--- config.mk ---
export PLATFORM = sky130hd
export DESIGN_NAME = cpu_port_peer
export DESIGN_NICKNAME = d
export VERILOG_FILES = /design/src/rtl/cpu_port_peer_pkg.sv /design/src/rtl/port_fifo.sv /design/src/rtl/cpu_port_peer.sv
export SDC_FILE = /design/constraint.sdc
export NUM_CORES = 1
export LEC_CHECK = 0
export CAP_MARGIN = 20
export CORE_AREA = 5 5 107 84
export CTS_CLUSTER_SIZE = 12
export DETAILED_ROUTE_END_ITERATION = 6
export DIE_AREA = 0 0 112 89
export PLACE_DENSITY = 0.65
export REMOVE_ABC_BUFFERS = 1
export SYNTH_ARGS = -nofsm -noshare
export SYNTH_HDL_FRONTEND = slang
export SYNTH_SLANG_ARGS = --single-unit
--- constraint.sdc ---
create_clock -name clk -period 4.36 [get_ports clk]
set_input_delay 1.308 -clock clk [delete_from_list [all_inputs] [get_ports clk]]
set_output_delay 1.308 -clock clk [all_outputs]
set_load 0.01 [all_outputs]
--- src/rtl/cpu_port_peer_pkg.sv ---
// Shared definitions for the CPU port peer: FSM encoding, default
// parameter values and the Out_port bit layout.
package cpu_port_peer_pkg;

    typedef enum logic [2:0] {
        IDLE     = 3'd0,
        RAISE    = 3'd1,
        WAIT_ACK = 3'd2,
        POP      = 3'd3,
        GAP      = 3'd4
    } state_t;

    localparam int DEF_DEPTH      = 4;
    localparam int DEF_INT_CYCLES = 2;
    localparam int DEF_TIMEOUT    = 255;
    localparam int DEF_MAX_RETRY  = 3;

    // Out_port[7] is the software ack toggle; bits below it are payload.
    localparam int TOG_BIT   = 7;
    localparam int PAYLOAD_W = TOG_BIT;

    localparam int INT_CNT_W   = 4;
    localparam int TIMER_W     = 8;
    localparam int RETRY_W     = 3;

endpackage

--- src/rtl/port_fifo.sv ---
// Synchronous FIFO holding host bytes until the CPU acknowledges them.
// Pointers carry one extra wrap bit so full and empty are distinguishable.
module port_fifo #(
    parameter int DEPTH = 4,
    parameter int WIDTH = 8
) (
    input  logic                     clk,
    input  logic                     rst,
    input  logic                     i_push,
    input  logic [WIDTH-1:0]         i_data,
    input  logic                     i_pop,
    output logic [WIDTH-1:0]         o_data,
    output logic                     o_full,
    output logic                     o_empty,
    output logic [$clog2(DEPTH):0]   o_count
);

    localparam int AW = $clog2(DEPTH);

    logic [WIDTH-1:0] r_mem [DEPTH];
    logic [AW:0]      r_wr_ptr;
    logic [AW:0]      r_rd_ptr;
    logic [AW:0]      w_count;
    logic             w_do_push;
    logic             w_do_pop;

    assign w_count   = r_wr_ptr - r_rd_ptr;
    assign o_count   = w_count;
    assign o_full    = (w_count == (AW + 1)'(DEPTH));
    assign o_empty   = (w_count == '0);
    assign w_do_push = i_push && !o_full;
    assign w_do_pop  = i_pop && !o_empty;
    assign o_data    = r_mem[r_rd_ptr[AW-1:0]];

    // NOTE: storage is not reset; only the pointers define which entries are live.
    always_ff @(posedge clk) begin
        if (w_do_push) begin
            r_mem[r_wr_ptr[AW-1:0]] <= i_data;
        end
    end

    // NOTE: state uses non-blocking assignments so every register samples pre-edge values.
    always_ff @(posedge clk or negedge rst) begin
        if (!rst) begin
            r_wr_ptr <= '0;
            r_rd_ptr <= '0;
        end else begin
            if (w_do_push) begin
                r_wr_ptr <= r_wr_ptr + 1'b1;
            end
            if (w_do_pop) begin
                r_rd_ptr <= r_rd_ptr + 1'b1;
            end
        end
    end

endmodule

--- src/rtl/cpu_port_peer.sv ---
// External peer for the CPU port pins: feeds host bytes to In_port with an
// interrupt handshake and returns Out_port payloads to the host.
module cpu_port_peer
    import cpu_port_peer_pkg::*;
#(
    parameter int DEPTH      = DEF_DEPTH,
    parameter int INT_CYCLES = DEF_INT_CYCLES,
    parameter int TIMEOUT    = DEF_TIMEOUT,
    parameter int MAX_RETRY  = DEF_MAX_RETRY
) (
    input  logic                     clk,
    input  logic                     rst,
    input  logic                     h_in_valid,
    input  logic [7:0]               h_in_data,
    output logic                     h_in_ready,
    output logic [7:0]               cpu_in_port,
    output logic                     cpu_int,
    input  logic [7:0]               cpu_out_port,
    input  logic                     cpu_hlt,
    output logic                     h_out_valid,
    output logic [PAYLOAD_W-1:0]     h_out_data,
    input  logic                     h_out_ready,
    output logic                     err_timeout,
    output logic                     err_overflow,
    output logic [$clog2(DEPTH):0]   fifo_count
);

    localparam logic [INT_CNT_W-1:0] INT_LAST    = INT_CNT_W'(INT_CYCLES - 1);
    localparam logic [TIMER_W-1:0]   TIMEOUT_V   = TIMER_W'(TIMEOUT);
    localparam logic [RETRY_W-1:0]   MAX_RETRY_V = RETRY_W'(MAX_RETRY);

    state_t                 r_state;
    logic [7:0]             r_cpu_in_port;
    logic                   r_cpu_int;
    logic [INT_CNT_W-1:0]   r_int_cnt;
    logic [TIMER_W-1:0]     r_timer;
    logic [RETRY_W-1:0]     r_retry;
    logic                   r_err_timeout;

    logic                   r_prev_t;
    logic                   r_out_valid;
    logic [PAYLOAD_W-1:0]   r_out_data;
    logic                   r_err_overflow;

    logic                   w_tog;
    logic [PAYLOAD_W-1:0]   w_payload;
    logic                   w_full;
    logic                   w_empty;
    logic                   w_push;
    logic                   w_pop;
    logic [7:0]             w_head;

    assign w_tog     = cpu_out_port[TOG_BIT] ^ r_prev_t;
    assign w_payload = cpu_out_port[PAYLOAD_W-1:0];
    assign w_push    = h_in_valid && !w_full;
    assign w_pop     = (r_state == POP);

    assign h_in_ready   = !w_full;
    assign cpu_in_port  = r_cpu_in_port;
    assign cpu_int      = r_cpu_int;
    assign h_out_valid  = r_out_valid;
    assign h_out_data   = r_out_data;
    assign err_timeout  = r_err_timeout;
    assign err_overflow = r_err_overflow;

    port_fifo #(
        .DEPTH (DEPTH),
        .WIDTH (8)
    ) u_fifo (
        .clk     (clk),
        .rst     (rst),
        .i_push  (w_push),
        .i_data  (h_in_data),
        .i_pop   (w_pop),
        .o_data  (w_head),
        .o_full  (w_full),
        .o_empty (w_empty),
        .o_count (fifo_count)
    );

    // Delivery FSM; cpu_int is driven from a register so the CPU never sees glitches.
    always_ff @(posedge clk or negedge rst) begin
        if (!rst) begin
            r_state       <= IDLE;
            r_cpu_in_port <= '0;
            r_cpu_int     <= 1'b0;
            r_int_cnt     <= '0;
            r_timer       <= '0;
            r_retry       <= '0;
            r_err_timeout <= 1'b0;
        end else begin
            case (r_state)
                IDLE: begin
                    if (!w_empty && !cpu_hlt) begin
                        r_cpu_in_port <= w_head;
                        r_retry       <= '0;
                        r_int_cnt     <= '0;
                        r_cpu_int     <= 1'b1;
                        r_state       <= RAISE;
                    end
                end
                RAISE: begin
                    if (w_tog) begin
                        r_cpu_int <= 1'b0;
                        r_state   <= POP;
                    end else if (r_int_cnt == INT_LAST) begin
                        r_cpu_int <= 1'b0;
                        r_timer   <= '0;
                        r_state   <= WAIT_ACK;
                    end else begin
                        r_int_cnt <= r_int_cnt + 1'b1;
                    end
                end
                WAIT_ACK: begin
                    // An ack on the timeout cycle takes priority over the retry.
                    if (w_tog) begin
                        r_state <= POP;
                    end else if (r_timer == TIMEOUT_V) begin
                        if (r_retry == MAX_RETRY_V) begin
                            r_err_timeout <= 1'b1;
                            r_state       <= POP;
                        end else begin
                            r_retry   <= r_retry + 1'b1;
                            r_int_cnt <= '0;
                            r_cpu_int <= 1'b1;
                            r_state   <= RAISE;
                        end
                    end else begin
                        r_timer <= r_timer + 1'b1;
                    end
                end
                POP: begin
                    r_state <= GAP;
                end
                GAP: begin
                    r_state <= IDLE;
                end
                default: begin
                    r_state <= IDLE;
                end
            endcase
        end
    end

    // Return path runs in every state, independent of the delivery FSM.
    always_ff @(posedge clk or negedge rst) begin
        if (!rst) begin
            r_prev_t       <= 1'b0;
            r_out_valid    <= 1'b0;
            r_out_data     <= '0;
            r_err_overflow <= 1'b0;
        end else begin
            r_prev_t <= cpu_out_port[TOG_BIT];
            if (w_tog) begin
                r_out_data  <= w_payload;
                r_out_valid <= 1'b1;
                if (r_out_valid && !h_out_ready) begin
                    r_err_overflow <= 1'b1;
                end
            end else if (r_out_valid && h_out_ready) begin
                r_out_valid <= 1'b0;
            end
        end
    end

endmodule
== Word level (Yosys, flattened, before mapping) ==
Memory sizes are Yosys's and may differ from the RTL's. A register that Yosys moved wholly into a read port is not among the register bits.
Index checks and enable logic that the tools add are counted.

* Add/sub/neg operators: 6
* Equal/unequal tests: 17
* Mux-type cells: 35
* Bitwise gates (word level): 2
* Reductions and logical operators: 25

{| class="wikitable"
|+ Operator list
! operator !! number
|-
| $mux 8 || 4
|-
| $mux 3 || 9
|-
| $mux 4 || 6
|-
| $ne 2x2->1 const B || 8
|-
| $pmux 8 s2 || 1
|-
| $pmux 3 s4 || 1
|-
| $pmux 4 s3 || 1
|-
| $mux 1 || 10
|-
| $reduce_and 5->1 || 2
|-
| $add 3x1->3 const B || 3
|-
| $eq 3x2->1 const B || 3
|-
| $add 8x1->8 const B || 1
|-
| $eq 8x8->1 const B || 1
|-
| $reduce_and 7->1 || 1
|-
| $logic_and 1x1->1 || 6
|-
| $logic_not 3->1 || 2
|-
| $ne 3x3->1 const B || 2
|-
| $pmux 3 s2 || 1
|-
| $reduce_and 6->1 || 1
|-
| $reduce_bool 2->1 || 3
|-
| $logic_not 1->1 || 5
|-
| $add 4x1->4 const B || 1
|-
| $eq 4x1->1 const B || 1
|-
| $reduce_and 2->1 || 2
|-
| other kinds (10) || 10
|}

* Register bits after elaboration: 36
* RAM bits: 32
* Bits of input ports: 21
* Memories: 1

{| class="wikitable"
|+ Memories
! memory !! words !! bits a word !! read ports !! clocked after Yosys merged registers in !! write ports !! RTL line !! text
|-
| u_fifo.r_mem || 4 || 8 || 1 || 1 || 1 || port_fifo.sv:20 || <nowiki>logic [WIDTH-1:0] r_mem [DEPTH];</nowiki>
|}

== Logic depth before layout (Yosys ltp) ==
Gate-level depths: netlist of run 1.

* Word-level depth: 7
* Gate-level depth with buffers: 8
* Depth with buffers taken out: 8

== Cells and area by module ==
Synthesis of run 1 repeated with hierarchy kept, for this count alone.

* Cells, all modules: 279
* Area total of the unflattened synthesis: 3465.8 µm²

{| class="wikitable"
|+ By module, submodules not included
! module !! instances !! cells an instance !! area an instance (µm²) !! sequential area each (µm²)
|-
| cpu_port_peer || 1 || 195 || 1843.0 || 950.9
|-
| port_fifo || 1 || 84 || 1622.8 || 1111.1
|}

== Least setup slack after synthesis of run 1 ==
Ideal clock, no wire load.

* Path kind: register to output
* From: register u_fifo.r_wr_ptr[0]
* To: output h_in_ready
* Data arrival time: 1.447 ns
* Data required time: 3.052 ns
* Path slack: 1.605 ns
* Cell stages (with the launch flop): 7
* Path buffers: 0
* Cells stage by stage: dfrtp_1 inv_1 ha_1 fa_1 xnor3_1 inv_2 nand2_1

* Word-level cells in the longest chain between the ends: 3

{| class="wikitable"
|+ Ends and longest elaborated chain
! element !! RTL line !! text
|-
| start: declaration || port_fifo.sv:21 || <nowiki>logic [AW:0] r_wr_ptr;</nowiki>
|-
| start signal: assignment || port_fifo.sv:49 || <nowiki>r_wr_ptr <= r_wr_ptr + 1'b1;</nowiki>
|-
| $sub 3x3->3 || port_fifo.sv:27 || <nowiki>assign w_count = r_wr_ptr - r_rd_ptr;</nowiki>
|-
| via fifo_count[2] || cpu_port_peer.sv:25 || <nowiki>output logic [$clog2(DEPTH):0] fifo_count</nowiki>
|-
| $eq 3x3->1 || port_fifo.sv:29 || <nowiki>assign o_full = (w_count == (AW + 1)'(DEPTH));</nowiki>
|-
| $logic_not 1->1 || cpu_port_peer.sv:58 || <nowiki>assign h_in_ready = !w_full;</nowiki>
|-
| end: declaration || cpu_port_peer.sv:15 || <nowiki>output logic h_in_ready,</nowiki>
|}

The timed path passes the listed nets, and every way through them passes these cells.

== Worst setup path in the final report of run 1 ==
* From: register u_fifo.r_rd_ptr[1]
* To: output h_in_ready

* Word-level cells in the longest chain between the ends: 3

{| class="wikitable"
|+ Ends and longest elaborated chain
! element !! RTL line !! text
|-
| start: declaration || port_fifo.sv:22 || <nowiki>logic [AW:0] r_rd_ptr;</nowiki>
|-
| start signal: assignment || port_fifo.sv:52 || <nowiki>r_rd_ptr <= r_rd_ptr + 1'b1;</nowiki>
|-
| $sub 3x3->3 || port_fifo.sv:27 ||
|-
| $eq 3x3->1 || port_fifo.sv:29 ||
|-
| $logic_not 1->1 || cpu_port_peer.sv:58 ||
|}

Every way passes these cells.

==> results of run 1 <==
==> worst min-delay path by stage <==
stage	start	end	slack, ps	depth (start not counted)
2_1_floorplan	u_fifo.r_rd_ptr[2]	u_fifo.r_rd_ptr[2]	450	1
3_3_place_gp	h_out_data[4]	h_out_data[4]	450	2
3_5_place_dp	h_out_data[5]	h_out_data[5]	460	2
4_1_cts	h_out_data[2]	h_out_data[2]	470	2
5_1_grt	h_out_data[5]	h_out_data[5]	490	2
6_report	h_out_data[0]	h_out_data[0]	470	2
==> synthesized netlist by cell type, types with 3 or more instances <==
cell type and n:
edfxtp_1 32, inv_1 11, and2_1 6, mux2_2 9, xor2_1 3, nor2_1 5
a31oi_1 6, xnor2_1 3, nand2b_1 3, a21oi_1 5, mux2i_1 4, clkbuf_1 4
ha_1 11, mux4_2 8, nand3_1 5, o21ai_0 8, buf_2 3, and3_1 4
dfrtp_1 44, nand2_1 34
==> metal layers <==
layer  GRT usage (%)  vias up
met5               0        -
met4            3.82        0
met3            4.26        5
met2            21.2       52
met1            17.4     1023
li1                -     1006
==> sequential cells by signal (all words and copies together) (netlist names) <==
| name | cells |
|---|---|
| r_state | 3 |
| h_out_valid | 1 |
| u_fifo.r_wr_ptr | 3 |
| u_fifo.r_mem | 32 |
| cpu_int | 1 |
| r_int_cnt | 4 |
| h_out_data | 7 |
| err_timeout | 1 |
| r_prev_t | 1 |
| r_timer | 8 |
| u_fifo.r_rd_ptr | 3 |
| r_retry | 3 |
| cpu_in_port | 8 |
| err_overflow | 1 |
==> logic make-up (layout without fill, tap and decap cells) <==
kind of cell	after synthesis	count (layout)	share of synthesized area, %
AO/OA/AOI/OAI	36	36	8.14
adder cells (fa/ha/maj)	12	12	4.62
flip-flops	76	76	60.4
multiplexers	23	23	10.2
AND/OR/NAND/NOR	72	72	11.0
buffers and inverters	22	74	2.97
XOR/XNOR	8	8	2.68
==> report_power, final <==
| part | internal (mW) | total [mW] | switching [mW] |
|---|---|---|---|
| combinational | 0.551 | 1.08 | 0.525 |
| sequential | 0.960 | 1.10 | 0.135 |
| clock | 0.258 | 0.499 | 0.241 |
==> area by class of cell <==
| cell class | count | share of cell area, % |
|---|---|---|
| clock buffer | 10 | 3.08 |
| clock inverter | 5 | 1.30 |
| inverter | 12 | 1.09 |
| multi-input combinational | 151 | 30.2 |
| sequential | 76 | 49.8 |
| tap | 105 | 3.18 |
| timing repair buffer | 47 | 11.3 |
==> worst max-delay path: cells and delay by family (launching register included) <==
family | cells | cell delay (ps)
DFF | 1 | 570
adders and majority gates | 1 | 500
and+or+nand+nor | 1 | 70
xor gates and xnor gates | 1 | 280
buffers and inverters | 2 | 620
==> metrics by stage <==
| step | power, mW | setup WS (ps) | std cells | util [%] | instance area [um^2] |
|---|---|---|---|---|---|
| 2_1_floorplan | 1.77 | 1400 | 239 | - | 3360 |
| 3_3_place_gp | 2.17 | 1070 | 390 | 50.8 | 3940 |
| 3_5_place_dp | 2.19 | 1030 | 390 | 50.8 | 3940 |
| 4_1_cts | 2.70 | 627 | 405 | 53.2 | 4120 |
| 5_1_grt | 2.85 | 518 | 406 | 53.4 | 4140 |
| 6_report | 2.67 | 669 | 406 | 53.4 | 4140 |
==> cell usage in the layout, fill, tap and decap left out, types with 2 or more instances in the layout <==
cell,instances
a22o_1,2
xor2_1,3
nor4_1,2
nand2b_1,3
buf_4,3
and3_1,4
edfxtp_1,32
clkdlybuf4s50_1,42
or3_1,2
a21oi_1,5
nand4_1,2
dfrtp_1,44
inv_1,11
ha_1,11
xnor2_1,3
nand3_1,5
o21ai_0,8
and2_1,6
clkinvlp_4,2
or3b_1,2
clkbuf_8,9
nor2_1,5
nand2_1,34
mux4_2,8
nor3b_2,2
a31oi_1,6
mux2i_1,4
mux2_2,9
==> key figures, run 1 <==
Run status
  – Run status: completed

Clock tree
  – Number of H-tree levels: 3
  – Clock Root Buffer: clkbuf_8
  – CTS tree: done
  – Post-cts repair resize count: 0
  – Number of buffers inserted by hold repair at cts: 0
  – Buffer levels on the longest clock path: 2
  – Setup repair bufs after CTS: 0
  – Clock latency on the worst-skew pair: 340 ps
  – Number of clock sinks: 76
  – Post-CTS clock slew at the launch and capture registers of the worst setup and hold paths: 70 ps
  – Cts bufs inserted: 9

Timing
  – Setup TNS: 0 ps
  – Remaining max-slew budget at the tightest pin: 64.0%
  – Setup repair after global routing missed its margin: false
  – Max Clock Skew: 6.88 ps
  – Fmax: 271 MHz
  – Shortest period the worst path allows: 3690 ps
  – Share of the clock period used by the worst path: 84.7%
  – Post-Route Hold Slack: 468 ps
  – Fin. Hold Viols: 0
  – # setup viols final: 0
  – Worst-Margin Slew: 538 ps
  – Max-slew violation count: 0

Pwr
  – Pleak: 1.66 nW
  – Largest vdd supply drop: 0.564 mV
  – Power density over cell area: 645 nW/um^2

Synthesis
  – Number of synthesized flops with an enable pin: 32
  – Post-synth design cell area: 3410 um^2
  – Seq/Total Area, Yosys: 60.4%
  – Synth area leaders: dfrtp_1, edfxtp_1, mux4_2
  – Count of mapped cells out of synthesis: 249
  – Warnings from Yosys: 0
  – Synthesis-stage register bit count: 76
  – Unique cell type count in the Yosys netlist: 54
  – Cell accounting for the most synthesized area: dfrtp_1
  – Synth top area share: 32.3%
  – Mean Syn Cell Area: 13.7 um^2
  – Dominant register cell in the synthesized netlist: dfrtp_1
  – Post-synthesis async set-or-reset flop share: 57.9%

Final layout
  – Area growth from synthesis to layout: 21.2%
  – Number of filler instances in the final layout: 656
  – Number of antenna diodes: 0
  – Number of nets at the end of the flow: 330
  – Share of final-layout standard cells stronger than drive strength 1: 15.3%
  – Total area of multi-input combinational cells: 1250 um^2
  – FF+latch area: 2060 um^2

Setup path
  – Critical register-to-register path startpoint: u_fifo.r_rd_ptr[1]
  – CP Data Required Time: 3050 ps
  – Startpoint of the most critical setup path: u_fifo.r_rd_ptr[1]
  – Startpoint type of the worst setup path: flip-flop
  – CP max stage delay: 570 ps
  – Worst reg2reg setup slack: 1690 ps
  – CP Capture Type: output port
  – Cell count of the worst reg-to-reg path: 5
  – Destination of the worst register-to-register timing path: u_fifo.r_mem[3][3]
  – Signal arrival time at the worst endpoint: 2380 ps
  – Critical Path, Cell by Cell: fa_1 > xnor3_1 > inv_2 > nand2_1 > clkdlybuf4s50_1
  – Critical Path End: h_in_ready
  – Cell at the slowest stage of the critical path: dfrtp_1
  – Type of the setup path with the least slack: flip-flop to output port
  – CP max FO: 11

Floorplanning
  – Die Area: 9970 um^2
  – DIE WIDTH: 112 um
  – Starting utilization of the core area: 44.1%
  – Cell row count: 28
  – Number of I/O pins: 44
  – Placeable core region: 7740 um^2
  – Y dimension of the die: 89 um

Global routing
  – Number of antenna violations at the first check in global routing: 0
  – Number of global-route vias before repair: 2083
  – First-pass GRT wire length: 10100 um
  – Overall Global Routing Usage: 13.2%
  – Grt ovf: 0
  – Pin count of the biggest net entering global routing: 45

Detailed routing
  – Met1 routed wirelength after detailed routing: 2960 um
  – Total vias in the final route: 2086
  – Wire per inst: 15.1 um
  – Metal3 WL: 337 um
  – First-pass iteration count of the detailed router: 4
  – Drt initial violations: 86
  – Vias per cell: 5.14
  – Detailed-routed wire length on met2: 2770 um
  – Top routing layer used: met4
  – Antenna violation net count after detailed routing: 0
  – Overall routed net length: 6130 um
  – Post-route DRC violation count: 0

Place
  – Number of buffer cells added on primary ports: 43
  – Gpl congestion: 0.782
  – Detailed placer's ending HPWL: 4220 um

Hold path
  – Path class of the lowest-slack min-delay path: flip-flop to flip-flop

Job
  – Number of max-cap violations: 0
Power figures use the tool's default switching activity.
==> inputs of run 2 (changes only) <==
==> constraint.sdc (replaced) <==
create_clock -name clk -period 3.8 [get_ports clk]
set_input_delay 1.14 -clock clk [delete_from_list [all_inputs] [get_ports clk]]
set_output_delay 1.14 -clock clk [all_outputs]
set_load 0.01 [all_outputs]
==> key figures, run 2 (same netlist as run 1, synthesis figures left out) <==
Run status
  – Run status: completed

Timing
  – Share of the clock period used by the worst path: 92.2%
  – Fmax: 285 MHz
  – Max-slew violation count: 0 (unchanged)
  – Setup repair after global routing missed its margin: false
  – # setup viols final: 0 (unchanged)
  – Max Clock Skew: 8.18 ps (+1.30 ps)
  – Setup TNS: 0 ps (unchanged)
  – Fin. Hold Viols: 0 (unchanged)
  – Shortest period the worst path allows: 3500 ps
  – Worst-Margin Slew: 776 ps (+238 ps)
  – Remaining max-slew budget at the tightest pin: 48.0% (-16 points)

Pwr
  – Proportion of total power due to net switching: 34.1% (+0.32 points)
  – Largest vdd supply drop: 0.966 mV (+71%)
  – Cell Int Power: 2.04 mW (+15%)
  – Comb power frac: 39.7% (-0.6 points)
  – Power density over cell area: 746 nW/um^2 (+16%)
  – Pleak: 1.66 nW (+0.22%)
  – Reg power frac: 40.8% (-0.2 points)
  – Relative contribution of the clock network to total power: 19.5% (+0.8 points)
  – Switching power: 1.05 mW (+17%)

Clock tree
  – Cts bufs inserted: 9 (unchanged)
  – Clock latency on the worst-skew pair: 350 ps (about the same)
  – Buffer levels on the longest clock path: 2 (unchanged)
  – Clock Root Buffer: clkbuf_8
  – Number of clock sinks: 76 (unchanged)
  – Number of buffers inserted by hold repair at cts: 0 (unchanged)
  – Number of H-tree levels: 3 (unchanged)
  – CTS tree: done
  – Post-cts repair resize count: 0 (unchanged)
  – Post-CTS clock slew at the launch and capture registers of the worst setup and hold paths: 80 ps (about the same)
  – Setup repair bufs after CTS: 0 (unchanged)

Place
  – Number of buffer cells added on primary ports: 43 (unchanged)
  – Detailed placer's ending HPWL: 4260 um (+1.1%)
  – Gpl congestion: 0.803 (+2.7%)

Detailed routing
  – First-pass iteration count of the detailed router: 4 (unchanged)
  – Post-route DRC violation count: 0 (unchanged)
  – Antenna violation net count after detailed routing: 0 (unchanged)
  – Total vias in the final route: 2059 (-1.3%)
  – Wire per inst: 15.3 um (+1.6%)
  – Drt initial violations: 133 (+55%)
  – Overall routed net length: 6230 um (+1.6%)
  – Vias per cell: 5.07 (-1.3%)

Floorplanning
  – DIE WIDTH: 112 um (unchanged)
  – Y dimension of the die: 89 um (unchanged)
  – Die Area: 9970 um^2 (unchanged)
  – Placeable core region: 7740 um^2 (unchanged)
  – Starting utilization of the core area: 44.1% (unchanged)
  – Number of I/O pins: 44 (unchanged)
  – Cell row count: 28 (unchanged)

Hold path
  – Path class of the lowest-slack min-delay path: flip-flop to flip-flop
  – Worst hold path startpoint: h_out_data[3]

Final layout
  – Flip-flop count of the largest register after layout: 32 (unchanged)
  – Most common library cell in the layout ignoring fill and taps: dfrtp_1
  – Share of final-layout standard cells stronger than drive strength 1: 15.3% (unchanged)
  – Area growth from synthesis to layout: 21.3% (about the same)
  – FF+latch area: 2060 um^2 (unchanged)
  – Number of antenna diodes: 0 (unchanged)
  – Highest-count cells in the layout ignoring fill and taps: dfrtp_1, clkdlybuf4s50_1, nand2_1, edfxtp_1
  – Total area of multi-input combinational cells: 1250 um^2 (unchanged)
  – Number of nets at the end of the flow: 329 (-0.30%)
  – Share of the core filled with cells in the final layout: 53.5% (about the same)
  – Number of filler instances in the final layout: 688 (+4.9%)

Global routing
  – First-pass GRT wire length: 10500 um (+3.2%)
  – Grt ovf: 0 (unchanged)
  – Number of global-route vias before repair: 2032 (-2.4%)
  – Pin count of the biggest net entering global routing: 45 (unchanged)
  – Overall Global Routing Usage: 13.6% (+0.39 points)
  – Number of antenna violations at the first check in global routing: 0 (unchanged)

Setup path
  – CP Data Required Time: 2660 ps (-390 ps)
  – Critical register-to-register path startpoint: u_fifo.r_wr_ptr[0]
  – Type of the setup path with the least slack: flip-flop to output port
  – CP Capture Type: output port
  – Startpoint type of the worst setup path: flip-flop
  – Signal arrival time at the worst endpoint: 2360 ps (-20 ps)
  – CP max FO: 5 (-6)
  – Startpoint of the most critical setup path: u_fifo.r_wr_ptr[0]

Job
  – Number of max-cap violations: 0 (unchanged)
==> run 2: cell types whose count changed in the layout (fill, tap and decap cells not counted) <==
cell,delta
clkinvlp_4,-1
inv_6,+1
buf_4,-1
clkinv_4,+1
==> run 2: worst max-delay path, stage by stage, from the launching register on <==
cell and delay (ps):
dfrtp_1 390, inv_1 110, ha_1 200, fa_1 370, xnor3_1 270, inv_2 80
nand2_1 70, clkdlybuf4s50_1 530
==> run 2: worst paths after layout <==
path                       slack (ps)                 end  cells after the start
max in group asynchronous        2670          r_timer[1]                      2
max reg2reg                      1130  u_fifo.r_mem[3][6]                      6
max                               300          h_in_ready                      7
min reg2reg                       470       h_out_data[3]                      2
min in group asynchronous         650       h_out_data[1]                      1
min                               470       h_out_data[3]                      2
==> run 2: final cells by class <==
type,count,share of cell area (%)
Clock buffer,10,3.08
Tap cell,105,3.17
Clock inverter,6,1.54
Multi-Input combinational cell,151,30.2
Timing Repair Buffer,46,11.1
Sequential cell,76,49.8
Inverter,12,1.09
==> run 2: layer usage <==
metal | global-route usage [%] | vias up | wire length [um]
li1 | - | 999 | -
met4 | 4.59 | 0 | 55
met3 | 4.67 | 5 | 433
met5 | 0 | - | 0
met2 | 20.3 | 62 | 2670
met1 | 18.7 | 993 | 3070
==> run 2: power by group through the flow <==
stage	sequential (mW)	combinational [mW]	clock (mW)
6_report	1.26	1.22	0.602
3_3_place_gp	1.27	1.22	0
5_1_grt	1.30	1.36	0.662
2_1_floorplan	1.29	0.746	0
4_1_cts	1.26	1.24	0.621
3_5_place_dp	1.28	1.23	0
==> run 2: through the flow <==
stage / area (um^2) / total power [mW] / hold WS, ps / instances / setup WS, ps
6_report: 4140 / 3.09 / 470 / 406 / 297
5_1_grt: 4140 / 3.32 / 491 / 406 / 133
4_1_cts: 4120 / 3.13 / 477 / 405 / 261
3_5_place_dp: 3930 / 2.51 / 458 / 389 / 326
3_3_place_gp: 3930 / 2.49 / 451 / 389 / 401
2_1_floorplan: 3360 / 2.04 / 447 / 239 / 1010
==> inputs of run 3 (changes only) <==
--- a/config.mk
+++ b/config.mk
@@ -10,7 +10,8 @@
 export CTS_CLUSTER_SIZE = 12
 export DETAILED_ROUTE_END_ITERATION = 6
 export DIE_AREA = 0 0 112 89
-export PLACE_DENSITY = 0.65
+export DONT_BUFFER_PORTS = 1
+export PLACE_DENSITY = 0.58
 export REMOVE_ABC_BUFFERS = 1
 export SYNTH_ARGS = -nofsm -noshare
 export SYNTH_HDL_FRONTEND = slang
==> key figures, run 3 (same netlist as run 1, synthesis figures left out) <==
Floorplanning
  – Number of I/O pins: 44 (unchanged)
  – Y dimension of the die: 89 um (unchanged)
  – Cell row count: 28 (unchanged)
  – Starting utilization of the core area: 44.1% (unchanged)
  – DIE WIDTH: 112 um (unchanged)
  – Die Area: 9970 um^2 (unchanged)
  – Placeable core region: 7740 um^2 (unchanged)

Setup path
  – Dominant delay contributor by cell family on the critical path: adder cells
  – Cell at the slowest stage of the critical path: fa_1
  – Type of the setup path with the least slack: flip-flop to output port
  – CP max stage delay: 670 ps (+140 ps)
  – Combined buffer and inverter count along the critical path: 0 (-3)
  – CP Data Required Time: 2660 ps (about the same)
  – CP max FO: 11 (+6)
  – Critical Path, Cell by Cell: fa_1 > and2_1 > nand2_1
  – Startpoint type of the worst setup path: flip-flop
  – CP Capture Type: output port
  – Signal arrival time at the worst endpoint: 1920 ps (-440 ps)

Clock tree
  – Clock Root Buffer: clkbuf_8
  – Clock latency on the worst-skew pair: 340 ps (about the same)
  – Number of H-tree levels: 3 (unchanged)
  – Number of clock sinks: 76 (unchanged)
  – Post-CTS clock slew at the launch and capture registers of the worst setup and hold paths: 80 ps (about the same)
  – Setup repair bufs after CTS: 0 (unchanged)
  – Post-cts repair resize count: 0 (unchanged)
  – Buffer levels on the longest clock path: 2 (unchanged)
  – CTS tree: done
  – Number of buffers inserted by hold repair at cts: 0 (unchanged)
  – Cts bufs inserted: 9 (unchanged)

Timing
  – Fin. Hold Viols: 0 (unchanged)
  – # setup viols final: 0 (unchanged)
  – Max-slew violation count: 0 (unchanged)
  – Share of the clock period used by the worst path: 80.5% (-12 points)
  – Remaining max-slew budget at the tightest pin: 65.3% (+17 points)
  – Max Clock Skew: 9.09 ps (+0.914 ps)
  – Fmax: 327 MHz (+14%)
  – Setup TNS: 0 ps (unchanged)
  – Worst-Margin Slew: 520 ps (-256 ps)
  – Shortest period the worst path allows: 3060 ps (-442 ps)
  – Setup repair after global routing missed its margin: false

Global routing
  – Grt ovf: 0 (unchanged)
  – Overall Global Routing Usage: 14.1% (+0.53 points)
  – Number of antenna violations at the first check in global routing: 0 (unchanged)
  – Number of global-route vias before repair: 1976 (-2.8%)
  – Pin count of the biggest net entering global routing: 45 (unchanged)
  – First-pass GRT wire length: 10800 um (+2.7%)

Pwr
  – Largest vdd supply drop: 0.819 mV (-15%)
  – Power density over cell area: 768 nW/um^2 (+3.0%)
  – Pleak: 1.49 nW (-10%)

Place
  – Area of placed instances: 3510 um^2 (-11%)
  – Gpl congestion: 0.767 (-4.5%)
  – Detailed placer's ending HPWL: 4440 um (+4.2%)
  – Number of buffer cells added on primary ports: 0 (-100%)

Job
  – Number of max-cap violations: 0 (unchanged)

Final layout
  – Number of nets at the end of the flow: 286 (-13%)
  – Area growth from synthesis to layout: 8.28%
  – Flip-flop count of the largest register after layout: 32 (unchanged)
  – Most common library cell in the layout ignoring fill and taps: dfrtp_1
  – Post-route design area: 3700 um^2 (-11%)
  – Highest-count cells in the layout ignoring fill and taps: dfrtp_1, nand2_1, edfxtp_1, inv_1, ha_1
  – Share of final-layout standard cells stronger than drive strength 1: 17.4% (+2.2 points)
  – Number of antenna diodes: 0 (unchanged)

Detailed routing
  – Wire per inst: 17.6 um (+15%)
  – Antenna violation net count after detailed routing: 0 (unchanged)
  – First-pass iteration count of the detailed router: 4 (unchanged)
  – Overall routed net length: 6380 um (+2.5%)
  – Drt initial violations: 65 (-51%)
  – Vias per cell: 5.21 (+2.8%)
  – Total vias in the final route: 1892 (-8.1%)
  – Post-route DRC violation count: 0 (unchanged)

Hold path
  – Path class of the lowest-slack min-delay path: input port to asynchronous set/reset pin

Run status
  – Run status: completed
[run 3: changes by cell type in the layout (fill, tap and decap cells not counted), sizes merged]
cell           previous run  this run
buf                       4         3
clkbuf                   10        11
clkdlybuf4s50            42         0
clkinv                    3         2
[run 3: final timing paths]
path	slack, ps	cells past startpoint	endpoint	from
worst max-delay path	740	3	h_in_ready	u_fifo.r_rd_ptr[1]
worst min-delay path	480	0	cpu_in_port[4]	rst
worst max register to register	1140	4	u_fifo.r_mem[3][1]	u_fifo.r_rd_ptr[1]
worst min register to register	480	1	u_fifo.r_rd_ptr[2]	u_fifo.r_rd_ptr[2]
max in group asynchronous	3210	0	r_timer[4]	rst
min in group clk	480	1	u_fifo.r_rd_ptr[2]	u_fifo.r_rd_ptr[2]
[run 3: power breakdown]
| group | internal, mW | switching, mW | leakage (nW) |
|---|---|---|---|
| registers | 1.10 | 0.209 | 0.840 |
| clock network | 0.302 | 0.289 | 0.0936 |
| logic | 0.425 | 0.511 | 0.557 |
[run 3: final cells by class]
cell class / count / area (um^2)
fill: 692 / 4050
sequential: 76 / 2060
multi-input combinational: 151 / 1250
clock buffer: 11 / 131
tap: 105 / 131
clock inverter: 5 / 53.8
inverter: 12 / 45.0
timing repair buffer: 3 / 22.5
[run 3: worst register-to-register path, cell delays in order (launching register included)]
cell and delay [ps]:
dfrtp_1 670, fa_1 540, and2_1 220, a21boi_1 380, and2_1 490
[run 3: routing by layer]
layer,wire length (um),vias to the layer above,global-route usage [%]
met5,0,-,0
met4,26,0,3.28
met3,451,2,5.62
met2,2710,51,20.3
met1,3200,922,20.2
li1,-,917,-
[run 3: stage by stage]
step | worst slack [ps] | power (mW) | instances | util (%) | hold WS (ps)
after floorplan | 1010 | 2.04 | 239 | - | 447
after global placement | 1120 | 2.26 | 347 | 45.3 | 467
after detailed placement | 1100 | 2.28 | 347 | 45.3 | 473
after CTS | 722 | 2.88 | 363 | 47.7 | 474
after global routing | 582 | 3.05 | 363 | 47.7 | 451
final | 739 | 2.84 | 363 | 47.7 | 479
